$ cat src/rtl/fetch_buffer.sv
// Instruction fetch buffer between the fetch and decode stages.
// Small circular FIFO of {pc, insn} pairs with valid/ready on both sides and
// a synchronous flush that discards everything when the pipeline redirects.
module fetch_buffer #(
    parameter int          DEPTH = 4,
    parameter logic [31:0] NOP   = 32'h00000013
) (
    input  logic                       clock,
    input  logic                       reset,
    input  logic                       in_valid,
    output logic                       in_ready,
    input  logic [31:0]                in_pc,
    input  logic [31:0]                in_insn,
    output logic                       out_valid,
    input  logic                       out_ready,
    output logic [31:0]                out_pc,
    output logic [31:0]                out_insn,
    input  logic                       flush,
    output logic [$clog2(DEPTH):0]     count
);

    localparam int AW = $clog2(DEPTH);
    localparam int CW = AW + 1;

    logic [31:0]   mem_pc   [DEPTH];
    logic [31:0]   mem_insn [DEPTH];
    logic [AW-1:0] rd_ptr;
    logic [AW-1:0] wr_ptr;
    logic [CW-1:0] count_q;
    logic          push;
    logic          pop;

    // Handshakes are derived from occupancy only; a full buffer never passes
    // a new pair through even when decode pops in the same cycle.
    always_comb begin
        in_ready  = (count_q != CW'(DEPTH));
        out_valid = (count_q != '0);
        push      = in_valid & in_ready & ~flush;
        pop       = out_valid & out_ready & ~flush;
        count     = count_q;
    end

    // Head entry is read combinationally; empty buffer presents a NOP at pc 0.
    always_comb begin
        out_pc   = '0;
        out_insn = NOP;
        if (out_valid) begin
            out_pc   = mem_pc[rd_ptr];
            out_insn = mem_insn[rd_ptr];
        end
    end

    // Entry storage; deliberately not reset since pointers define validity.
    always_ff @(posedge clock) begin
        if (push) begin
            mem_pc[wr_ptr]   <= in_pc;
            mem_insn[wr_ptr] <= in_insn;
        end
    end

    // Pointers and occupancy; flush wins over push and pop.
    always_ff @(posedge clock or posedge reset) begin
        if (reset) begin
            rd_ptr  <= '0;
            wr_ptr  <= '0;
            count_q <= '0;
        end else if (flush) begin
            rd_ptr  <= '0;
            wr_ptr  <= '0;
            count_q <= '0;
        end else begin
            if (push) wr_ptr <= wr_ptr + AW'(1);
            if (pop)  rd_ptr <= rd_ptr + AW'(1);
            case ({push, pop})
                2'b10:   count_q <= count_q + CW'(1);
                2'b01:   count_q <= count_q - CW'(1);
                default: count_q <= count_q;
            endcase
        end
    end

endmodule

$ cat config.mk
export PLATFORM = sky130hd
export DESIGN_NAME = fetch_buffer
export DESIGN_NICKNAME = d
export VERILOG_FILES = /design/src/rtl/fetch_buffer.sv
export SDC_FILE = /design/constraint.sdc
export NUM_CORES = 1
export LEC_CHECK = 0
export CAP_MARGIN = 25
export CORE_MARGIN = 1.5
export CORE_UTILIZATION = 45
export CTS_CLUSTER_SIZE = 12
export DETAILED_ROUTE_END_ITERATION = 12
export PLACE_DENSITY = 0.71
export SETUP_SLACK_MARGIN = 0.3
export SLEW_MARGIN = 20
export SYNTH_ARGS = -nofsm -noshare
export SYNTH_HDL_FRONTEND = slang
export SYNTH_SLANG_ARGS = --single-unit
export TNS_END_PERCENT = 50
$ cat constraint.sdc
create_clock -name clock -period 3.5 [get_ports clock]
set_clock_uncertainty 0.15 [all_clocks]
set_input_delay 0.7 -clock clock [delete_from_list [all_inputs] [get_ports clock]]
set_output_delay 0.7 -clock clock [all_outputs]
set_load 0.02 [all_outputs]
Word-level counts from Yosys, hierarchy flattened
Memory sizes are Yosys's and may differ from the RTL's.
Index checks and enable logic that the tools add are counted.
{"block": "op_classes", "bitwise": 5, "eq_ne": 3, "add_sub_neg": 4, "reduce_logical": 4, "mux": 10}
{"op": "$mux W32", "count": 2}
{"op": "$mux W2", "count": 4}
{"op": "$pmux W3 S2", "count": 1}
{"op": "$reduce_bool A3 Y1", "count": 2}
{"op": "$add A2 B1 Y2 const B", "count": 2}
{"op": "$and A1 B1 Y1", "count": 4}
{"op": "$reduce_bool A2 Y1", "count": 2}
{"op": "$add A3 B1 Y3 const B", "count": 1}
{"op": "$mux W3", "count": 1}
{"op": "$ne A3 B3 Y1 const B", "count": 1}
{"op": "$sub A3 B1 Y3 const B", "count": 1}
{"op": "$eq A2 B1 Y1 const B", "count": 1}
{"op": "$eq A2 B2 Y1 const B", "count": 1}
{"op": "$mux W1", "count": 2}
{"op": "$not A1 Y1", "count": 1}
{"block": "word_totals", "register_bits": 7, "n_memories": 2, "output_inout_bits": 69, "inputBits": 69, "elab_cells": 31, "ram_bits": 256}
{"name": "mem_insn", "words": 4, "width": 32, "rd": 1, "rd_clocked_by_memory_dff": 0, "write_ports": 1, "line": "26", "text": "logic [31:0] mem_insn [DEPTH];"}
{"name": "mem_pc", "words": 4, "width": 32, "rd": 1, "rd_clocked_by_memory_dff": 0, "write_ports": 1, "line": "25", "text": "logic [31:0] mem_pc [DEPTH];"}

Longest topological paths before layout
{"block": "logic_depth", "word_depth": 6, "ltp_mapped": 10}

Least setup slack after synthesis
Ideal clock, no wire load.
{"block": "synth_path", "path_kind": "register to register", "from": "register count_q[0] (netlist: count[0])", "to": "memory mem_insn[0][0], enable pin", "t_arrival_ns": 2.898, "required_ns": 2.921, "n_path_buf": 1, "setup_ns": 0.429, "slack_ns": 0.023, "stages_incl_launch_ff": 6, "cell_sequence": "dfrtp_1 -> clkbuf_1 -> or3b_1 -> nand2_1 -> nor2_1 -> and2_1"}
{"block": "synth_via", "elab_chain_len": 5}
{"item": "from (decl)", "line": "29", "text": "logic [CW-1:0] count_q;"}
{"item": "from (signal assigned)", "line": "75", "text": "2'b10: count_q <= count_q + CW'(1);"}
{"item": "from (signal assigned)", "line": "76", "text": "2'b01: count_q <= count_q - CW'(1);"}
{"item": "from (signal assigned)", "line": "77", "text": "default: count_q <= count_q;"}
{"item": "$ne A3 B3 Y1", "line": "36", "text": "in_ready = (count_q != CW'(DEPTH));"}
{"item": "net in_ready", "line": "11", "text": "output logic in_ready,"}
{"item": "$and A1 B1 Y1 (2 in a row)", "line": "38", "text": "push = in_valid & in_ready & ~flush;"}
{"item": "$mux W1", "line": "55", "text": "if (push) begin"}
{"item": "$mux W1 (not written as such)", "line": "57", "text": "mem_insn[wr_ptr] <= in_insn;"}
{"item": "to (decl)", "line": "26"}
The timed path passes the listed nets, and every way through them passes these cells.

Worst setup path in the final report
{"block": "layout_path", "from": "register rd_ptr[0]", "to": "output out_insn[0]"}
{"block": "layout_via", "elab_chain_len": 2}
{"item": "from (decl)", "line": "27", "text": "logic [AW-1:0] rd_ptr;"}
{"item": "from (signal assigned)", "line": "73", "text": "if (pop) rd_ptr <= rd_ptr + AW'(1);"}
{"item": "$mem_v2 Z4 W32"}
{"item": "$mux W32", "line": "47", "text": "if (out_valid) begin"}
{"item": "to (decl)", "line": "17", "text": "output logic [31:0] out_insn,"}
Every way passes these cells.

==> reports/metrics.cfg <==
[run_status]
outcome=finished, final reports clean

[grt]
grt_pass1_wl_um=30200
grt_use_total_pct=16.7
grt_pass1_vias=5384
grt_start_max_net_pins=41
overflow=0
antenna_found_initial=1

[critical_path]
r2r_start=count[0]
cp.arrival_ps=2490
cp.required_ps=2650
ff2ff_path_depth=10
reg2reg_slack_ps=860
cp-startpoint=rd_ptr[0]
cp-endpoint=out_insn[0]
start_kind=register
worstSetupEndpointType=output port
critical_path_peak_fanout=6
r2r-end=count[1]
worstSetupPathType=register to output port

[floorplan]
die_width_um=154
dieHeight_um=154
rows=54
die_area_um2=23600
start_util_pct=46.3
io_pins=138
core_um2=22000

[placed_design]
gp_congestion=0.716
port_buffers=137
dp_worst_setup_slack_ps=463
dpl.hpwl_um=11700
postPlaceCellArea_um2=12100

[timing]
whs_ps=304
slew_headroom_pct=72.3
finalCritPeriodShare_pct=95.5
rsz0062_at_grt=yes
tightestPinTransition_ps=413
fmax_mhz=299
finalSetupTns_ps=0
slew_viol_final=0
fin_crit_ps=3340
finalWorstSetupSlack_ps=157
final-hold-violation-count=0
setup_viol=0

[power_and_ir_drop]
comb_power_share_pct=16.8
seqPwrFrac_pct=49.0
power_density_nw_per_um2=568
p_switching_mw=1.71
clock_power_share_pct=34.2
peakVddDrop_mv=0.334
internal_power_mw=5.68
p_leak_nw=4.57
switching_share_pct=23.1

[route]
vias=5036
via_per_inst=5.37
drc=0
routed_wl_um=19500
ant_nets=0
drtIter0Drc=225
wl_per_cell_um=20.8
drt_first_pass_iters=6

[clock_network]
numCtsBuffers=27
clock-sinks=263
cts_hold_buf=0
clk_latency_ps=510
clkTransAtPathRegs_ps=60
cts_max_level=1
cts_root_buf=clkbuf_16
cts_tree=done
clk_path_buf_depth=3

[synthesis]
synth.cell_area_um2=10200
yosys_warnings=0
synthArstFlopShare_pct=2.66
synthTopCellsByCount=edfxtp_1, and2_1, mux4_2, clkbuf_1, buf_2
post-synth-top-area-cell=edfxtp_1
yosysMostFrequentCell=edfxtp_1
postSynthRegisterBits=263
synth_area_per_cell_um2=21.6
syn_inst=472
ys_seq_area_share_pct=77.0
ys.flop_type=edfxtp_1
synth.distinct_cells=32
synthesis.nets=546
synth_top_area_share_pct=75.3
synth.area.top_cells=edfxtp_1, mux4_2, and2_1
synth_edf_count=256

[finish]
fin_area_um2=13000
fillers=1592
finish.utilization_pct=59.0
area_growth_pct=27.4
final_layout_size_suffix_gt1_share_pct=20.2
nNetsFinal=718

[min_path]
hold_path.class=input port to asynchronous set/reset pin

[run]
max_cap_viol_count=0

logic make-up (layout without fill, tap and decap cells):
logic type      count (synthesis)  after routing  share of synthesized area (%)
mux                            64             64                           14.1
xor+xnor                        3              3                          0.257
simple gates                   90             90                           5.26
other cells                     0              1                              0
fa+ha+maj                       5              5                          0.687
flops                         263            263                           77.0
compound gates                 17             17                           1.05
buf+inv                        30            215                           1.58
power groups by stage:
stage / Combinational, mW / Sequential (mW) / Clock (mW)
floorplan: 0.704 / 3.67 / 0
global route: 1.33 / 3.63 / 2.71
finish: 1.24 / 3.62 / 2.53
detailed placement: 1.24 / 3.70 / 0
CTS: 1.25 / 3.62 / 2.60
global placement: 1.23 / 3.69 / 0
critical path, cell delays in order, from the launching register on:
cell and delay (ps):
dfrtp_4 520, buf_4 180, mux4_2 530, or2_1 220, clkdlybuf4s50_1 540
stage by stage:
step	total power [mW]	instances
6_report	7.39	938
5_1_grt	7.67	937
4_1_cts	7.46	929
3_5_place_dp	4.94	881
3_3_place_gp	4.91	881
2_1_floorplan	4.37	472
worst min path at each step:
stage	cells after the start	slack, ps	endpoint
6_report	2	300	count[2]
5_1_grt	2	340	count[2]
4_1_cts	2	300	count[2]
3_5_place_dp	2	440	wr_ptr[1]
3_3_place_gp	2	410	wr_ptr[1]
2_1_floorplan	1	350	count[0]
cell usage in the layout, fill, tap and decap left out, types with 2 or more instances in the layout:
master / instances
a21oi_1: 6
and2_1: 62
and2_4: 4
buf_12: 12
buf_4: 15
buf_6: 2
clkbuf_1: 10
clkbuf_16: 28
clkdlybuf4s50_1: 95
clkinv_1: 3
dfrtp_1: 4
dfrtp_4: 2
dlygate4sd2_1: 19
dlymetal6s2s_1: 23
edfxtp_1: 256
ha_1: 4
inv_1: 5
mux4_2: 64
nand2_1: 5
nand2b_1: 2
nand3_1: 2
nor2_1: 6
nor3_1: 2
o21ai_0: 4
or2_1: 3
xor2_1: 2
final cells by class:
cell class / instances / area [um2] / area share, %
sequential: 263 / 7870 / 60.5
multi-input combinational: 179 / 2190 / 16.9
timing repair buffer: 167 / 1810 / 13.9
clock buffer: 37 / 713 / 5.48
tap: 280 / 350 / 2.69
clock inverter: 5 / 48.8 / 0.375
inverter: 6 / 22.5 / 0.173
antenna: 1 / 2.50 / 0.0192
flip-flops by register name, indices dropped and copies added, names as in the netlist:
signal and flops:
count 3, mem_insn 128, mem_pc 128, rd_ptr 2, wr_ptr 2
metal layers:
metal	share of wire (%)	vias up	GRT usage (%)
li1	-	2243	-
met1	40	2610	20.5
met2	52	153	30.3
met3	5.3	30	3.35
met4	2.0	0	4.25
met5	0	-	0
what timing repair did:
item / 4_1_cts / 5_1_grt
buffers inserted: 6 / 7
cloned: 0 / 1
endpoints found under the setup margin: 65 / 52
resized for setup: 20 / 24
Note: power is estimated with default switching activity, not from simulation.
